[src/rtl/code_dispatch_pkg.sv]
// rtl/code_dispatch_pkg.sv - shared constants, FSM states and helpers for code_dispatcher
//
// Purpose: default code width, dispatch FSM state enum and the line-count helper.
// Ports: none (package).

package code_dispatch_pkg;

    localparam int CODE_W_DEF = 2;

    typedef enum logic {
        ST_IDLE  = 1'b0,
        ST_ISSUE = 1'b1
    } state_t;

    // Number of one-hot service lines for a given code width.
    function automatic int N_LINES(input int code_w);
        return 1 << code_w;
    endfunction

endpackage

[src/rtl/code_dispatcher_msb_onehot_sel.sv]
// rtl/code_dispatcher_msb_onehot_sel.sv - combinational highest-set-bit one-hot selector
//
// Purpose: picks the highest set bit of req (bit N-1 has priority) as a one-hot vector.
// Ports:
//   req  in   N  request bitmap
//   sel  out  N  one-hot of the highest set bit of req, zero when req is zero
//   any  out  1  req has at least one bit set

module msb_onehot_sel #(
    parameter int N = 4
) (
    input  logic [N-1:0] req,
    output logic [N-1:0] sel,
    output logic         any
);

    // Ascending scan: the last (highest) set bit overwrites lower picks.
    always_comb begin
        sel = '0;
        for (int i = 0; i < N; i++) begin
            if (req[i]) begin
                sel    = '0;
                sel[i] = 1'b1;
            end
        end
    end

    assign any = |req;

endmodule

[src/rtl/code_dispatcher.sv]
// rtl/code_dispatcher.sv - pending-bitmap dispatcher for priority-encoder codes
//
// Purpose: latches incoming codes into a pending bitmap and dispatches pending lines
// one at a time, highest index first, as one-hot over a valid/ready handshake.
// Optional per-line dispatch statistics are built when CODE_DISPATCHER_STATS_EN is defined.
// Ports:
//   clk, rst_n            clock (rising edge) and asynchronous active-low reset
//   in_valid, in_code     incoming code; in_ready is 1 whenever out of reset
//   en                    dispatch enable; 0 blocks new loads, never aborts one in flight
//   out_valid, out_onehot dispatch in flight and its one-hot line
//   out_ready             consumer accepts the dispatch
//   pend                  pending bitmap
//   drop_cnt              saturating count of codes merged into an already-pending bit
//   stat_cnt              per-line saturating dispatch counters, line i at [i*CNT_W +: CNT_W]

module code_dispatcher
    import code_dispatch_pkg::*;
#(
    parameter  int CODE_W = CODE_W_DEF,
    parameter  int CNT_W  = 8,
    localparam int N      = N_LINES(CODE_W)
) (
    input  logic              clk,
    input  logic              rst_n,
    input  logic              in_valid,
    input  logic [CODE_W-1:0] in_code,
    output logic              in_ready,
    input  logic              en,
    output logic              out_valid,
    output logic [N-1:0]      out_onehot,
    input  logic              out_ready,
    output logic [N-1:0]      pend,
    output logic [CNT_W-1:0]  drop_cnt,
    output logic [N*CNT_W-1:0] stat_cnt
);

    state_t       state;
    logic [N-1:0] sel;
    logic         pend_any;
    logic         free;
    logic         load;
    logic [N-1:0] one_n;
    logic [N-1:0] set_mask;
    logic [N-1:0] clr_mask;
    logic         drop_hit;

    msb_onehot_sel #(.N(N)) u_sel (
        .req (pend),
        .sel (sel),
        .any (pend_any)
    );

    // The output slot is free when nothing is in flight or the current one is accepted.
    assign free     = (state == ST_IDLE) || out_ready;
    assign load     = free && en && pend_any;
    assign one_n    = {{(N-1){1'b0}}, 1'b1};
    assign set_mask = in_valid ? (one_n << in_code) : '0;
    assign clr_mask = load ? sel : '0;
    // A set landing on the bit being cleared is a re-request, not a merge.
    assign drop_hit = |(set_mask & pend & ~clr_mask);

    always_ff @(posedge clk or negedge rst_n) begin
        if (!rst_n) begin
            state      <= ST_IDLE;
            in_ready   <= 1'b0;
            out_valid  <= 1'b0;
            out_onehot <= '0;
            pend       <= '0;
            drop_cnt   <= '0;
        end else begin
            in_ready <= 1'b1;
            pend     <= (pend & ~clr_mask) | set_mask;
            if (drop_hit && (drop_cnt != {CNT_W{1'b1}})) begin
                drop_cnt <= drop_cnt + CNT_W'(1);
            end
            if (free) begin
                if (load) begin
                    state      <= ST_ISSUE;
                    out_valid  <= 1'b1;
                    out_onehot <= sel;
                end else begin
                    state      <= ST_IDLE;
                    out_valid  <= 1'b0;
                    out_onehot <= '0;
                end
            end
        end
    end

`ifdef CODE_DISPATCHER_STATS_EN
    for (genvar i = 0; i < N; i++) begin : g_stat
        logic [CNT_W-1:0] cnt;
        always_ff @(posedge clk or negedge rst_n) begin
            if (!rst_n) begin
                cnt <= '0;
            end else if (out_valid && out_ready && out_onehot[i] && (cnt != {CNT_W{1'b1}})) begin
                cnt <= cnt + CNT_W'(1);
            end
        end
        assign stat_cnt[i*CNT_W +: CNT_W] = cnt;
    end
`else
    assign stat_cnt = '0;
`endif

endmodule

[config.mk]
export PLATFORM = sky130hd
export DESIGN_NAME = code_dispatcher
export DESIGN_NICKNAME = d
export VERILOG_FILES = /design/src/rtl/code_dispatch_pkg.sv /design/src/rtl/code_dispatcher_msb_onehot_sel.sv /design/src/rtl/code_dispatcher.sv
export SDC_FILE = /design/constraint.sdc
export NUM_CORES = 1
export LEC_CHECK = 0
export CORE_MARGIN = 5
export CORE_UTILIZATION = 40
export DETAILED_ROUTE_END_ITERATION = 10
export GPL_TIMING_DRIVEN = 1
export MAX_ROUTING_LAYER = met4
export PLACE_DENSITY_LB_ADDON = 0.15
export SLEW_MARGIN = 20
export SYNTH_ARGS = -nofsm -noshare
export SYNTH_HDL_FRONTEND = slang
export SYNTH_SLANG_ARGS = --single-unit
[constraint.sdc]
create_clock -name clk -period 2.2 [get_ports clk]
set_input_delay 0.44 -clock clk [delete_from_list [all_inputs] [get_ports clk]]
set_output_delay 0.44 -clock clk [all_outputs]
set_load 0.005 [all_outputs]
* After elaboration in Yosys (flattened, before gate mapping)
Cells that the tools add are included.
Storage, ports and cells: register bits 18, output and inout port bits 50, logic and storage cells 27, bits of input ports 7
Operators by class: shifts and indexed selects 1, add/sub/neg operators 1, bitwise operators 6, equality and inequality tests 1, reductions and logical operators 6, muxes and demuxes 7
Operator list (number):
- $and A4 B4 Y4 | 3
- $mux W4 | 3
- $add A8 B1 Y8 const B | 1
- $ne A8 B8 Y1 const B | 1
- $reduce_or A4 Y1 | 2
- $not A4 Y4 | 1
- $or A4 B4 Y4 | 1
- $shl A1 B2 Y4 const A | 1
- $logic_and A1 B1 Y1 | 3
- $mux W3 | 1
- $mux W1 | 2
- $mux W2 | 1
- $logic_or A1 B1 Y1 | 1
- $not A1 Y1 | 1

* Logic depth before layout (Yosys ltp)
depth after elaboration 9, gate-level depth with buffers 6, mapped depth without buffers 5

* Hierarchy
A second synthesis with hierarchy kept.
Unflattened totals: cells, all modules 117, area total of the unflattened synthesis 1104.8 um^2
By module, submodules not included:
- code_dispatcher | seq. area each 450.4 um^2, area each 1067.3 um^2, instances 1, cells an instance 112
- msb_onehot_sel | seq. area each 0.0 um^2, area each 37.5 um^2, instances 1, cells an instance 5

* Worst setup path before layout
No wires, ideal clock.
path type in2reg, start input port out_ready, end register drop_cnt[6], path buffers 0, stages 5, data arrival time 1.756 ns, required time 2.072 ns, path slack 0.316 ns, cells stage by stage and2b_1 -> nor4b_2 -> o31a_4 -> nor4b_2 -> mux2_1
On the way: longest elaborated chain between the ends 8
RTL lines:
- start, declared | RTL line code_dispatcher.sv:31 | input logic out_ready,
- $logic_or A1 B1 Y1 | RTL line code_dispatcher.sv:54 | assign free = (state == ST_IDLE) || out_ready;
- $logic_and A1 B1 Y1 (2 in a row) | RTL line code_dispatcher.sv:55 | assign load = free && en && pend_any;
- $mux W4 | RTL line code_dispatcher.sv:58 | assign clr_mask = load ? sel : '0;
- $not A4 Y4 | RTL line code_dispatcher.sv:60 | assign drop_hit = |(set_mask & pend & ~clr_mask);
- $and A4 B4 Y4 | RTL line code_dispatcher.sv:60
- $reduce_or A4 Y1 | RTL line code_dispatcher.sv:60
- $logic_and A1 B1 Y1 | RTL line code_dispatcher.sv:73 | if (drop_hit && (drop_cnt != {CNT_W{1'b1}})) begin
- end signal, assigned | RTL line code_dispatcher.sv:74 | drop_cnt <= drop_cnt + CNT_W'(1);
- end, declared | RTL line code_dispatcher.sv:33 | output logic [CNT_W-1:0] drop_cnt,
No other way between the ends. A chain may end at the register's enable or synchronous reset.

* Final worst setup path
Ends and elaborated chain as after synthesis.

==> summary.txt <==
Floorplanning
  • Starting Density: 42.0%
  • Core Area: 0.00278 sq mm
  • Die width: 64.1 microns
  • I/O pin count: 57
  • Die Height: 64.1 microns
  • # rows: 19
  • Die area: roughly 0.004 sq mm

Routing
  • Final wirelength: 2350 microns
  • DR DRC count: 0
  • Average vias per placed instance: about 4.6
  • DR WL/cell: roughly 13 microns
  • Drt first pass iters: 4
  • ANT nets after route: 0
  • DRT iter0 DRCs: 22
  • Via Count: 851

Global routing
  • Tot GR Track Use: 12.2%
  • Global route overflow: 0
  • Largest net degree at the start of global routing: 19
  • Initial antenna violation count: 0
  • First-pass GRT wire length: 3910 microns
  • Vias in the first global route: 860

Timing
  • Setup Viol. Count Final: 0
  • RSZ-0062 raised after global routing: false
  • Pins over their slew limit: 0
  • Clock Skew: 0.000634 ns
  • Max Clk Rate: 0.486 GHz
  • Worst hold slack: 0.457 ns
  • Min cycle time layout: 2.06 ns
  • Final Cycle Share: 93.6%
  • Hold Vio Cnt, Final: 0
  • Final WS setup: 0.141 ns
  • Fin Setup TNS: 0 ns

Pwr
  • Lkg Pwr: 0.685 nW
  • Pwr dens: 828 mW/mm^2
  • Maximum vdd drop: 526 uV

Flow run
  • Max-cap viol count: 0

Critical path
  • Crit end category: flop
  • Critical Path RT: 2.39 ns
  • CP Buf/Inv Count: 1
  • Arrival @ worst endpoint: 2.25 ns
  • CP peak stage delay: 0.41 ns
  • Crit path kind: in2reg
  • Worst path top cell family by delay: simple AND/OR/NAND/NOR gates
  • Worst Setup Start Kind: primary input
  • FF-to-FF setup slack: 0.27 ns
  • Crit-path slowest cell: clkdlybuf4s50_1
  • Cells along the critical path: clkdlybuf4s50_1, nand2b_1, and3_1, o31a_4, nor4b_2, mux2_1
  • CP Max Fanout: 6

Placed design
  • RePlAce Congestion: 0.786
  • I/O Buffers: 24
  • DPL Wire Length: 1840 microns
  • Post-Place Setup Slack: -0.184 ns

Synth
  • Syn avg cell area: ~9.9 sq um
  • Cells after Synth: 118
  • Flops & latches, synth: 18
  • Ys Warns: 0
  • Seq/Total Area, Yosys: approximately two fifths
  • Post-synth cell types: 33
  • Synth Cell Area: 0.00117 sq mm

CTS
  • CTS Sinks: 18
  • # Post-CTS Setup Buffers: 0
  • CTS Buf Count: 3
  • Hold_buf cts: 0
  • Clock tree root buffer cell: clkbuf_4
  • CTS tree: done
  • Post-CTS resize count: 0
  • Clk_lat worst skew: ~0.3 ns
  • H-Tree Depth: 1
  • Longest Clk Path Bufs: 2
  • Clock-pin slew on the worst setup and hold paths: 0.11 ns

Status
  • Run status: finished clean

Final layout
  • Area Growth Syn to Fin: 22.4%
  • Layout cells sized above 1: 15.6%
  • ANT cells: 0
  • Final net count: 163

Worst hold path
  • Hold WC Path Type: in2async
## report_power, final
part	leakage [nW]	internal [W]	total (W)	switching, W
Combinational	0.438	0.000271	0.000443	0.000172
Sequential	0.226	0.000416	0.000527	0.000111
Clock	0.0210	0.000101	0.000214	0.000113
## area by class of cell
cell class	instances	area [sq um]
Clock buffer	4	36.3
Fill cell	281	1350
Inverter	5	18.8
Multi-Input combinational cell	93	571
Sequential cell	18	450
Tap cell	31	38.8
Timing Repair Buffer	34	315
## sequential cells by signal, indices dropped and copies added, names as in the netlist
register,count
drop_cnt,8
out_onehot,4
pend,4
in_ready,1
out_valid,1
## kinds of logic (layout without fill, tap and decap cells)
logic type	after synthesis	in the layout	share of synthesized area (%)
flip-flops	18	18	38.5
AND/OR/NAND/NOR	35	35	18.0
AO/OA/AOI/OAI	15	15	11.5
buffers and inverters	38	43	22.6
adder cells (fa/ha/maj)	1	1	1.07
other	2	33	0.643
multiplexers	5	5	4.71
XOR/XNOR	4	4	3.00
## path summary, 6_finish.rpt
path | from | cells past startpoint | endpoint
min in group clk | out_onehot[3]$_DFFE_PN0N_ | 2 | out_onehot[3]$_DFFE_PN0N_
worst min register to register | out_onehot[3]$_DFFE_PN0N_ | 2 | out_onehot[3]$_DFFE_PN0N_
worst min-delay path | rst_n | 2 | pend[3]$_DFF_PN0_
max in group asynchronous | rst_n | 2 | drop_cnt[7]$_DFFE_PN0P_
worst max register to register | pend[3]$_DFF_PN0_ | 5 | drop_cnt[6]$_DFFE_PN0P_
worst max-delay path | out_ready | 6 | drop_cnt[6]$_DFFE_PN0P_
## worst register-to-register path, stage by stage, from the launching register on
cell	delay, ns
dfrtp_1	0.58
nor3_2	0.09
a311oi_2	0.36
o31ai_4	0.15
nor4b_2	0.30
mux2_1	0.34
## synthesized netlist by cell type, drive strengths merged
master	instances	area, sq um
and3	2	12.5
inv	5	18.8
nor2	1	3.75
o22ai	1	6.26
nand2	13	48.8
nor3b	1	7.51
nor4b	2	30.0
o21ai	6	30.0
and2b	1	7.51
nand2b	4	25.0
a211oi	1	12.5
nand3	2	10.0
buf	33	245
conb	2	7.51
nor4	1	12.5
o31a	1	17.5
a22o	2	17.5
or3	1	6.26
dfrtp	18	450
and4	1	8.76
nand4	2	12.5
nor3	4	25.0
ha	1	12.5
xor2	4	35.0
a311oi	1	15.0
a31oi	1	6.26
mux2i	1	10.0
mux2	4	45.0
o31ai	2	28.8
## through the flow
stage          util, %  total power [W]  instance area [sq um]  instances
2_1_floorplan        -         0.000751                   1280        149
3_3_place_gp      50.1         0.000971                   1390        181
3_5_place_dp      50.1         0.000985                   1390        181
4_1_cts           51.4          0.00120                   1430        185
5_1_grt           51.4          0.00128                   1430        185
6_report          51.4          0.00118                   1430        185
## cells in the final DEF, fill, tap and decap left out, types with 3 or more instances in the layout
cell type and instances:
buf_4 10, o21ai_0 6, dfrtp_1 18, nand2b_1 4, inv_1 5, clkbuf_4 3
conb_1 33, clkdlybuf4s50_1 24, xor2_1 4, nor3_1 3, nand2_1 13
## metal layers
metal,track usage (%),wire [microns],vias up
li1,-,-,411
met1,15.5,1080,397
met2,19.2,1060,39
met3,1.05,155,4
met4,6.49,51,0
met5,-,0,-
No activity file was read; power rests on OpenSTA's default activity.
==> RTL change: new RTL, same flow settings <==
Add a define of `CODE_DISPATCHER_STATS_EN`.
--- a/src/rtl/code_dispatcher.sv
+++ b/src/rtl/code_dispatcher.sv
@@ -14,2 +14,4 @@
 //   stat_cnt              per-line saturating dispatch counters, line i at [i*CNT_W +: CNT_W]
+
+`define CODE_DISPATCHER_STATS_EN
 
Check against the original RTL: not equivalent (Yosys sat finds a counterexample within 4 cycles, from zero or initial values and one cycle with rst_n low).
==> RTL change against the unedited design <==
  * Critical path type is now flip-flop to primary output
  * Worst setup slack improved by 0.18 ns
  * Wire length rose by 100%
  * Sequential cell count grew 32
  * Via count rose by 110%
  * First-iteration DRC count up 64%
  * Highest routed layer is now met3
  * Clock skew is 0.0015 ns higher
  * Synthesized area is 100% higher
  * Cell area grew 120%
  * Global-route usage is 2.1 points higher
  * Core utilization rose by 3.0 points
  * Critical path depth fell by 5
  * Sequential power grew to 2.5 times the old value
  * Power rose by 130%
==> RTL change: results (changes against the unedited design) <==
Result of the run = finished, final reports clean (unchanged)
Via density per instance = 4.89 (was 4.60)
Share of synthesized area occupied by flip-flops and latches = 52.9% (was 38.5%)
Fill cell count = 526 (was 281)
Via count of the first global-routing pass = 1717 (was 860)
P_clk = 0.632 mW (was 0.214 mW)
Adder and majority cell fraction of the synthesized area = 2.64% (was 1.07%)
Htree depth = 2 (was 1)
Compound-gate portion of the synthesized area = 10.1% (was 11.5%)
Worst setup slack for register-to-register paths = 0.46 ns (was 0.27 ns)
Port bufs = 56 (was 24)
Hold slack final = 0.143 ns (was 0.457 ns)
Fraction of area in clock buffers and inverters = 3.34% (was 2.54%)
Commonest cells post-synth = dfrtp_1, nand2_1, nand3_1, xnor2_1, xor2_1 (was buf_4, dfrtp_1, nand2_1)
Final layout net count = 294 (was 163)
Count of distinct cell types in the synthesized netlist = 44 (was 33)
Critical path origin = pend[1] (was out_ready)
TritonCTS sink count = 50 (was 18)
Combined area of the multi-input logic cells = 1070 sq um (was 571 sq um)
Clock Skews = 0.00209 ns (was 0.000634 ns)
Depth of the worst register-to-register path = 6 (was 5)
Largest net degree at the start of global routing = 27 (was 19)
Delay contributed by the slowest stage of the critical path = 0.59 ns (was 0.41 ns)
Maximum frequency from static timing analysis = 532 MHz (was 486 MHz)
Sequential Power = 1.33 mW (was 0.527 mW)
Dominant combinational cell family by area after synthesis = simple AND/OR/NAND/NOR gates (was buffers and inverters)
Reported leakage power = 1.41 nW (was 0.685 nW)
Worst setup path endpoint = pend[1] (was drop_cnt[6])
Non-clock buffers, area share = 20.2% (was 22.0%)
Register area = 1250 sq um (was 450 sq um)
RTL change: metrics by stage:
| stage | instance area (sq um) | total power [mW] | util (%) | std cells |
|---|---|---|---|---|
| 6_report | 3180 | 2.74 | 54.4 | 358 |
| 5_1_grt | 3180 | 2.94 | 54.4 | 358 |
| 4_1_cts | 3180 | 2.79 | 54.4 | 358 |
| 3_5_place_dp | 3080 | 2.14 | 52.6 | 350 |
| 3_3_place_gp | 3080 | 2.12 | 52.6 | 350 |
| 2_1_floorplan | 2370 | 1.64 | - | 212 |
RTL change: routing by layer:
| metal | track usage [%] | part of all wire, % | vias to the layer above |
|---|---|---|---|
| li1 | - | - | 878 |
| met2 | 21.8 | 47 | 37 |
| met1 | 19.0 | 48 | 835 |
| met5 | - | 0 | - |
| met4 | 3.82 | 0 | 0 |
| met3 | 3.78 | 5.2 | 0 |
